### src/rtl/cmp3_sort4_ctrl.sv
// ============================================================================
// Module   : cmp3_sort4_ctrl (with helper comp3m2)
// Brief    : Bubble-sorts four 3-bit values through one shared magnitude
//            comparator, one compare-and-swap step per clock.
//            Optional macro CMP3_SORT_EARLY_EXIT_EN ends the sort at a pass
//            boundary when that pass made no swap.
// Revision : 1.0 - initial release
// ============================================================================
`default_nettype none

module comp3m2 (
  input  logic [2:0] a,
  input  logic [2:0] b,
  output logic       gt,
  output logic       eq,
  output logic       lt
);
  assign gt = (a > b);
  assign eq = (a == b);
  assign lt = (a < b);
endmodule

module cmp3_sort4_ctrl #(
  parameter bit DIR = 1'b0
) (
  input  logic        clk,
  input  logic        rst,
  input  logic        start,
  input  logic [11:0] din,
  output logic        busy,
  output logic        done,
  output logic [11:0] dout,
  output logic [2:0]  swaps
);

  typedef enum logic [1:0] {
    ST_IDLE = 2'd0,
    ST_CMP  = 2'd1,
    ST_DONE = 2'd2
  } state_t;

  state_t      r_state;
  state_t      w_state_nxt;
  logic [2:0]  r_e [4];
  logic [2:0]  w_e_nxt [4];
  logic [2:0]  r_s;
  logic [2:0]  r_cnt;
  logic [2:0]  w_cnt_nxt;
  logic        r_pass_swapped;
  logic [11:0] r_dout;
  logic [2:0]  r_swaps;
  logic [1:0]  w_ia;
  logic [2:0]  w_a;
  logic [2:0]  w_b;
  logic        w_gt;
  logic        w_eq;
  logic        w_lt;
  logic        w_swap;
  logic        w_boundary;
  logic        w_finish;

  // Step index selects the lower element of the compared pair.
  always_comb begin
    case (r_s)
      3'd1, 3'd4: w_ia = 2'd1;
      3'd2:       w_ia = 2'd2;
      default:    w_ia = 2'd0;
    endcase
  end

  assign w_a = r_e[w_ia];
  assign w_b = r_e[w_ia + 2'd1];

  comp3m2 u_cmp (
    .a  (w_a),
    .b  (w_b),
    .gt (w_gt),
    .eq (w_eq),
    .lt (w_lt)
  );

  generate
    if (DIR) begin : g_desc
      assign w_swap = ~w_eq & w_lt;
    end else begin : g_asc
      assign w_swap = ~w_eq & w_gt;
    end
  endgenerate

  always_comb begin
    for (int k = 0; k < 4; k++) w_e_nxt[k] = r_e[k];
    if (w_swap) begin
      w_e_nxt[w_ia]        = w_b;
      w_e_nxt[w_ia + 2'd1] = w_a;
    end
  end

  assign w_cnt_nxt  = r_cnt + {2'b00, w_swap};
  assign w_boundary = (r_s == 3'd2) || (r_s == 3'd4);

`ifdef CMP3_SORT_EARLY_EXIT_EN
  // A pass without any swap means the vector is already in order.
  assign w_finish = (r_s == 3'd5) || (w_boundary && !(r_pass_swapped || w_swap));
`else
  assign w_finish = (r_s == 3'd5);
`endif

  always_ff @(posedge clk) begin
    if (rst) r_state <= ST_IDLE;
    else     r_state <= w_state_nxt;
  end

  always_comb begin
    w_state_nxt = r_state;
    case (r_state)
      ST_IDLE: if (start) w_state_nxt = ST_CMP;
      ST_CMP:  if (w_finish) w_state_nxt = ST_DONE;
      ST_DONE: w_state_nxt = ST_IDLE;
      default: w_state_nxt = ST_IDLE;
    endcase
  end

  always_ff @(posedge clk) begin
    if (rst) begin
      for (int k = 0; k < 4; k++) r_e[k] <= 3'd0;
      r_s            <= 3'd0;
      r_cnt          <= 3'd0;
      r_pass_swapped <= 1'b0;
      r_dout         <= 12'd0;
      r_swaps        <= 3'd0;
    end else begin
      case (r_state)
        ST_IDLE: begin
          if (start) begin
            for (int k = 0; k < 4; k++) r_e[k] <= din[3*k +: 3];
            r_s            <= 3'd0;
            r_cnt          <= 3'd0;
            r_pass_swapped <= 1'b0;
          end
        end
        ST_CMP: begin
          r_e            <= w_e_nxt;
          r_s            <= r_s + 3'd1;
          r_cnt          <= w_cnt_nxt;
          r_pass_swapped <= w_boundary ? 1'b0 : (r_pass_swapped | w_swap);
          // Result is captured on the final step so it is valid with done.
          if (w_finish) begin
            r_dout  <= {w_e_nxt[3], w_e_nxt[2], w_e_nxt[1], w_e_nxt[0]};
            r_swaps <= w_cnt_nxt;
          end
        end
        default: ;
      endcase
    end
  end

  assign busy  = (r_state == ST_CMP);
  assign done  = (r_state == ST_DONE);
  assign dout  = r_dout;
  assign swaps = r_swaps;

endmodule

`default_nettype wire

### config.mk
export PLATFORM = sky130hd
export DESIGN_NAME = cmp3_sort4_ctrl
export DESIGN_NICKNAME = d
export VERILOG_FILES = /design/src/rtl/cmp3_sort4_ctrl.sv
export SDC_FILE = /design/constraint.sdc
export NUM_CORES = 1
export LEC_CHECK = 0
export CAP_MARGIN = 20
export CORE_MARGIN = 2
export CORE_UTILIZATION = 34
export CTS_CLUSTER_DIAMETER = 50
export DETAILED_ROUTE_END_ITERATION = 12
export DONT_BUFFER_PORTS = 1
export GPL_ROUTABILITY_DRIVEN = 1
export GPL_TIMING_DRIVEN = 0
export PLACE_DENSITY = 0.59
export SYNTH_ARGS = -nofsm -noshare
export SYNTH_HDL_FRONTEND = slang
export SYNTH_SLANG_ARGS = --single-unit
### constraint.sdc
create_clock -name clk -period 5.6 [get_ports clk]
set_input_delay 1.12 -clock clk [delete_from_list [all_inputs] [get_ports clk]]
set_output_delay 1.12 -clock clk [all_outputs]
set_load 0.01 [all_outputs]
Word level (Yosys, flattened, before mapping)
Index checks and enable logic that the tools add are counted.
Widths: inputs -> output; s select.
{"block": "totals", "register_bits": 35, "latchBits": 0, "ram_bits": 0, "romBits": 0, "input_bits": 15, "output_inout_bits": 17, "word_cells": 60, "memories": 0}
{"block": "classes", "add_sub_neg": 3, "multipliers": 0, "n_div": 0, "n_lt_le_gt_ge": 5, "eq_ne": 9, "n_shift": 0, "muxes": 22, "n_bitwise": 4, "reduce_logical": 8}
{"op": "$bwmux 12", "count": 2}
{"op": "$mux 12", "count": 2}
{"op": "$pmux 12 s2", "count": 1}
{"op": "$mux 3", "count": 7}
{"op": "$bmux 3 s2", "count": 2}
{"op": "$demux 3 s2", "count": 2}
{"op": "$pmux 3 s2", "count": 2}
{"op": "$pmux 2 s2", "count": 2}
{"op": "$eq 3x3->1 const B", "count": 2}
{"op": "$ge 3x3->1 const B", "count": 2}
{"op": "$lt 3x1->1 const B", "count": 2}
{"op": "$not 2->3", "count": 2}
{"op": "$reduce_and 2->1", "count": 3}
{"op": "$mux 2", "count": 2}
{"op": "$add 3x1->3", "count": 1}
{"op": "$add 3x1->3 const B", "count": 1}
{"op": "$eq 3x1->1 const B", "count": 1}
{"op": "$eq 3x2->1 const B", "count": 1}
{"op": "$eq 3x3->1", "count": 1}
{"op": "$gt 3x3->1", "count": 1}
{"op": "$add 2x1->2 const B", "count": 1}
{"op": "$eq 2x1->1 const B", "count": 1}
{"op": "$eq 2x2->1 const B", "count": 1}
{"op": "$logic_and 1x1->1", "count": 2}
{"op": "7 further kinds", "count": 7}

Logic depth before layout (Yosys ltp)
{"block": "logic_depth", "word_depth": 13, "ltp_mapped": 24, "mapped_depth_nobuf": 21}

Hierarchy
Synthesis repeated with hierarchy kept, for this count alone.
{"block": "unflattened", "hier_cells": 347, "hier_area_um2": 2690.1}
{"module": "cmp3_sort4_ctrl", "instances": 1, "cells_each": 336, "area_per_inst_um2": 2606.2, "seq_area_each_um2": 700.7}
{"module": "comp3m2", "instances": 1, "cells_each": 11, "area_per_inst_um2": 83.8, "seq_area_each_um2": 0.0}

Worst setup path after synthesis
Ideal clock, no wire load.
{"block": "synth_timing", "path_kind": "flip-flop to flip-flop", "startpoint": "reg r_s[1]", "endpoint": "reg r_cnt[1]", "setup_time_ns": 0.128, "t_arrival_ns": 4.001, "t_required_ns": 5.472, "path_slack_ns": 1.471, "stages_incl_launch_ff": 23, "path_buffers": 3, "period_less_slack_ns": 4.129, "path_cell_list": "dfxtp_1 -> inv_1 -> ha_1 -> buf_6 -> mux2_4 -> inv_6 -> ha_1 -> clkbuf_8 -> inv_1 -> nand3_1 -> o21ai_0 -> o21ai_0 -> inv_1 -> ha_1 -> nor2b_1 -> o21a_1 -> o21ai_2 -> inv_1 -> buf_1 -> ha_1 -> ha_1 -> a22oi_1 -> nor2_1"}
{"block": "synth_between", "elab_chain_len": 13, "word_cells_on_any_way": 20, "cone_classes": "2 x add/sub; 1 x order compare; 4 x eq/ne; 8 x mux; 4 x bitwise; 1 x reduce/logical"}
{"item": "start, declared", "line_no": "46", "rtl": "logic [2:0] r_s;"}
{"item": "start signal, assigned", "line_no": "143", "rtl": "r_s <= r_s + 3'd1;"}
{"item": "$eq 3x3->1 / $eq 3x1->1 (equally long branches)", "line_no": "64", "rtl": "case (r_s)"}
{"item": "$reduce_or 2->1", "line_no": "64"}
{"item": "$pmux 2 s2 *", "line_no": "64"}
{"item": "parallel branches: the longest is 7 deep, another holds $gt 3x3->1"}
{"item": "$and 1x1->1 *", "line_no": "86", "rtl": "assign w_swap = ~w_eq & w_gt;"}
{"item": "$add 3x1->3 *", "line_no": "98", "rtl": "assign w_cnt_nxt = r_cnt + {2'b00, w_swap};"}
{"item": "net w_cnt_nxt[1]", "line_no": "48", "rtl": "logic [2:0] w_cnt_nxt;"}
{"item": "$pmux 3 s2 *", "line_no": "132", "rtl": "case (r_state)"}
{"item": "end signal, assigned", "line_no": "144", "rtl": "r_cnt <= w_cnt_nxt;"}
{"item": "end, declared", "line_no": "47", "rtl": "logic [2:0] r_cnt;"}
Mark *: on every way through the listed nets, which the timed path passes. The select of a mux whose other input is x is not followed.
A chain may end at the register's enable or synchronous reset.

Worst setup path after layout
{"block": "layout_timing", "startpoint": "reg r_s[1]", "endpoint": "reg r_dout[7], in the netlist dout[7]"}
{"block": "layout_between", "elab_chain_len": 12, "word_cells_on_any_way": 33, "cone_classes": "1 x add/sub; 5 x order compare; 5 x eq/ne; 14 x mux; 4 x bitwise; 4 x reduce/logical"}
{"item": "parallel branches: the longest is 12 deep, another holds $gt 3x3->1"}
{"item": "end signal, assigned", "line_no": "148", "rtl": "r_dout <= {w_e_nxt[3], w_e_nxt[2], w_e_nxt[1], w_e_nxt[0]};"}
{"item": "end, declared", "line_no": "50", "rtl": "logic [11:0] r_dout;"}
Several ways; the timed one is not identified. The select of a mux whose other input is x is not followed.

==> metrics.md <==
| Metric | Value |
|---|---|
| Syn Nets | `314` |
| Total clock sinks | `35` |
| Status | `finished, final reports clean` |
| ANT nets after route | `0` |
| Nets | `321` |
| Worst slew margin | `46.3%` |
| Peak VDD IR | `0.118 mV` |
| Area of the core | `6760 sq um` |
| CP Cell Sequence | `inv_1 > ha_1 > buf_6 > mux2_4 > inv_6 > ha_1 > clkbuf_8 > inv_1 > nand3_1 > o21ai_0 > o21ai_0 > inv_1 > ha_1 > nor2b_1 > o21a_1 > o21ai_2 > inv_1 > buf_1 > a21oi_1 > a2111oi_0 > o21ba_2` |
| Initial DRC Count | `127` |
| Register clock-pin slew on the reported worst setup and hold paths | `80 ps` |
| Slowest stage delay, CP | `640 ps` |
| CP Max Fanout | `10` |
| GP Congestion | `0.900` |
| Slew @ Worst Pin | `797 ps` |
| Yosys warnings | `0` |
| Tot Pwr | `774 uW` |
| RSZ-0062 raised after global routing | `no` |
| DR vias/cell | `5.92` |
| Root buf cell | `clkbuf_8` |
| Fin. Hold Viols | `0` |
| TNS Setup | `0 ps` |
| Kind of end point of the critical path | `flop` |
| Router iterations before antenna repair | `4` |
| FFs w/ async S/R, synth | `0%` |
| Met2 usage | `27.8%` |
| Total clock buffers created by CTS | `5` |
| I/O pin total | `32` |
| Synthesized flop and latch total | `35` |
| Predominant post-synthesis flop cell | `dfxtp_1` |
| CP arrival | `5350 ps` |
| H-Tree Depth | `2` |
| Syn_area_per_cell | `8.40 sq um` |
| Post-DP HPWL | `5180 microns` |
| All-Layer GR Usage | `18.4%` |
| Area grow syn2layout | `9.13%` |
| Starting density of the core | `35.1%` |
| Met3 usage | `4.83%` |
| Sequential fraction of the synthesis area | `29.6%` |
| Synth top area share | `29.6%` |
| WL/cell | `18.2 microns` |
| Setup violations, final | `0` |
| Layout cells sized above 1 | `11.7%` |
| Largest net degree at the start of global routing | `14` |
| Setup Fix Bufs, Post-CTS | `0` |
| Port-buffer cells | `0` |
| Tcrit/Tclk final | `91.1%` |
| TritonCTS clock tree | `done` |
| Hold buffer count at CTS | `0` |
| Synth cell types | `60` |
| Max-cap violations | `0` |
| Setup ws final | `499 ps` |
| Routed vias | `2189` |
| Die Y | `87.5 microns` |
| Skew final | `10.4 ps` |
| Site Rows | `30` |
| Final Util | `38.3%` |
| Lkg Pwr | `0.000973 uW` |
| Final min period | `5100 ps` |
| Worst min-delay path category | `reg2reg` |
| Post-cts resize count | `0` |
| Die area | `7650 sq um` |
| Worst path slowest cell | `o21ai_0` |
| Syn Std Cell Area | `2370 sq um` |
| WS Path Type | `reg2reg` |
| Vias in the first global route | `2130` |
| Critical Path Start Type | `flop` |
| Layer with the highest usage | `met2` |
| CTS max path bufs | `2` |
| Later-pin clock latency in the skew report | `300 ps` |
| Fmax | `196 MHz` |
| Pre-CTS setup slack | `635 ps` |
| Initial antenna violation count | `0` |
| Post-synth top area cell | `dfxtp_1` |
| Top post-synthesis cells by area | `dfxtp_1, ha_1, nor2_1, a21oi_1, o21ai_0` |
| First-pass GRT wire length | `10700 microns` |
| Remaining Overflow, GRT | `0` |
| Required @ worst endpoint | `5850 ps` |
| # diodes | `0` |
| Post-Route WL | `6740 microns` |
| # DRC | `0` |
| Max-slew violations | `0` |
| Met1 usage | `25.3%` |
| Die width | `87.5 microns` |
| PwrDens | `299 nW/um^2` |
| CP most frequent cell | `inv_1` |
| Mapped Cells | `282` |
| EDFF count, synth | `0` |
registers in the layout (all words and copies together), names as in the netlist:
signal,count
dout,12
r_cnt,3
r_s,3
r_e,12
swaps,3
r_state,2
metal layers:
layer | vias to the layer above | part of all wire (%)
met5 | - | 0
met4 | 0 | 1.9
met3 | 12 | 7.0
met2 | 73 | 45
met1 | 1043 | 46
li1 | 1061 | -
final cells by class:
cell class	count	area [sq um]
plain buffers	18	92.6
clock buffers	5	68.8
clock inverters	3	47.5
fillers	725	4170
inverters	18	72.6
multi-input cells	211	1500
flip-flops and latches	35	701
well taps	80	100
cell families after synthesis:
kind of cell / Yosys count / synth area share, %
XOR/XNOR: 1 / 0.370
flip-flops: 35 / 29.6
multiplexers: 8 / 5.44
buffers and inverters: 36 / 6.97
AO/OA/AOI/OAI: 94 / 29.4
AND/OR/NAND/NOR: 91 / 19.3
adder cells (fa/ha/maj): 17 / 8.98
placed cells by master, fill, tap and decap left out, types with 6 or more instances in the layout:
cell | netlist | final
nor2_1 | 29 | 29
dfxtp_1 | 35 | 35
nand2_1 | 20 | 20
clkbuf_1 | 11 | 11
clkbuf_8 | 1 | 6
o21ai_0 | 16 | 16
nand3_1 | 8 | 8
a211oi_1 | 8 | 8
ha_1 | 17 | 17
inv_1 | 17 | 17
nor2b_1 | 9 | 9
a21oi_1 | 19 | 19
critical path: cells and delay by family (launching register included):
family / cells / cell delay, ps
compound gates: 7 / 2040
fa+ha+maj: 3 / 680
flops: 1 / 380
mux: 1 / 350
buf+inv: 8 / 1340
simple gates: 2 / 230
final timing paths:
kind / from / depth (start not counted) / end / slack [ps]
max: r_s[1] / 21 / dout[7] / 500
min: r_e[3] / 2 / r_e[3] / 490
max reg2reg: r_s[1] / 21 / dout[7] / 500
min reg2reg: r_e[3] / 2 / r_e[3] / 490
power breakdown:
part           switching [uW]  leakage, uW  internal (uW)
sequential               14.4     0.000285            261
combinational             164     0.000629           93.4
clock                     106    0.0000587            135
cells in the mapped netlist (2+ instances only):
cell type / instances
dfxtp_1: 35
nor2_1: 29
nand2_1: 20
a21oi_1: 19
ha_1: 17
inv_1: 17
o21ai_0: 16
clkbuf_1: 11
nor2b_1: 9
a211oi_1: 8
nand3_1: 8
a221oi_1: 5
a22oi_1: 5
a311oi_1: 5
and2_1: 4
nor3_1: 4
o211ai_1: 4
o21ba_2: 4
nand2b_1: 3
nand3b_1: 3
nor3b_1: 3
or2_2: 3
a2111oi_0: 2
a211o_1: 2
a221o_1: 2
a32oi_1: 2
buf_1: 2
buf_2: 2
mux2_2: 2
mux2i_1: 2
mux4_2: 2
o2111ai_1: 2
o221a_2: 2
o31ai_1: 2
stage by stage:
step           hold slack, ps  cell area [sq um]  instances
2_1_floorplan             453               2370        282
3_3_place_gp              480               2470        362
3_5_place_dp              483               2470        362
4_1_cts                   494               2590        370
5_1_grt                   528               2590        370
6_report                  494               2590        370
Note: power is estimated with default switching activity, not from simulation.
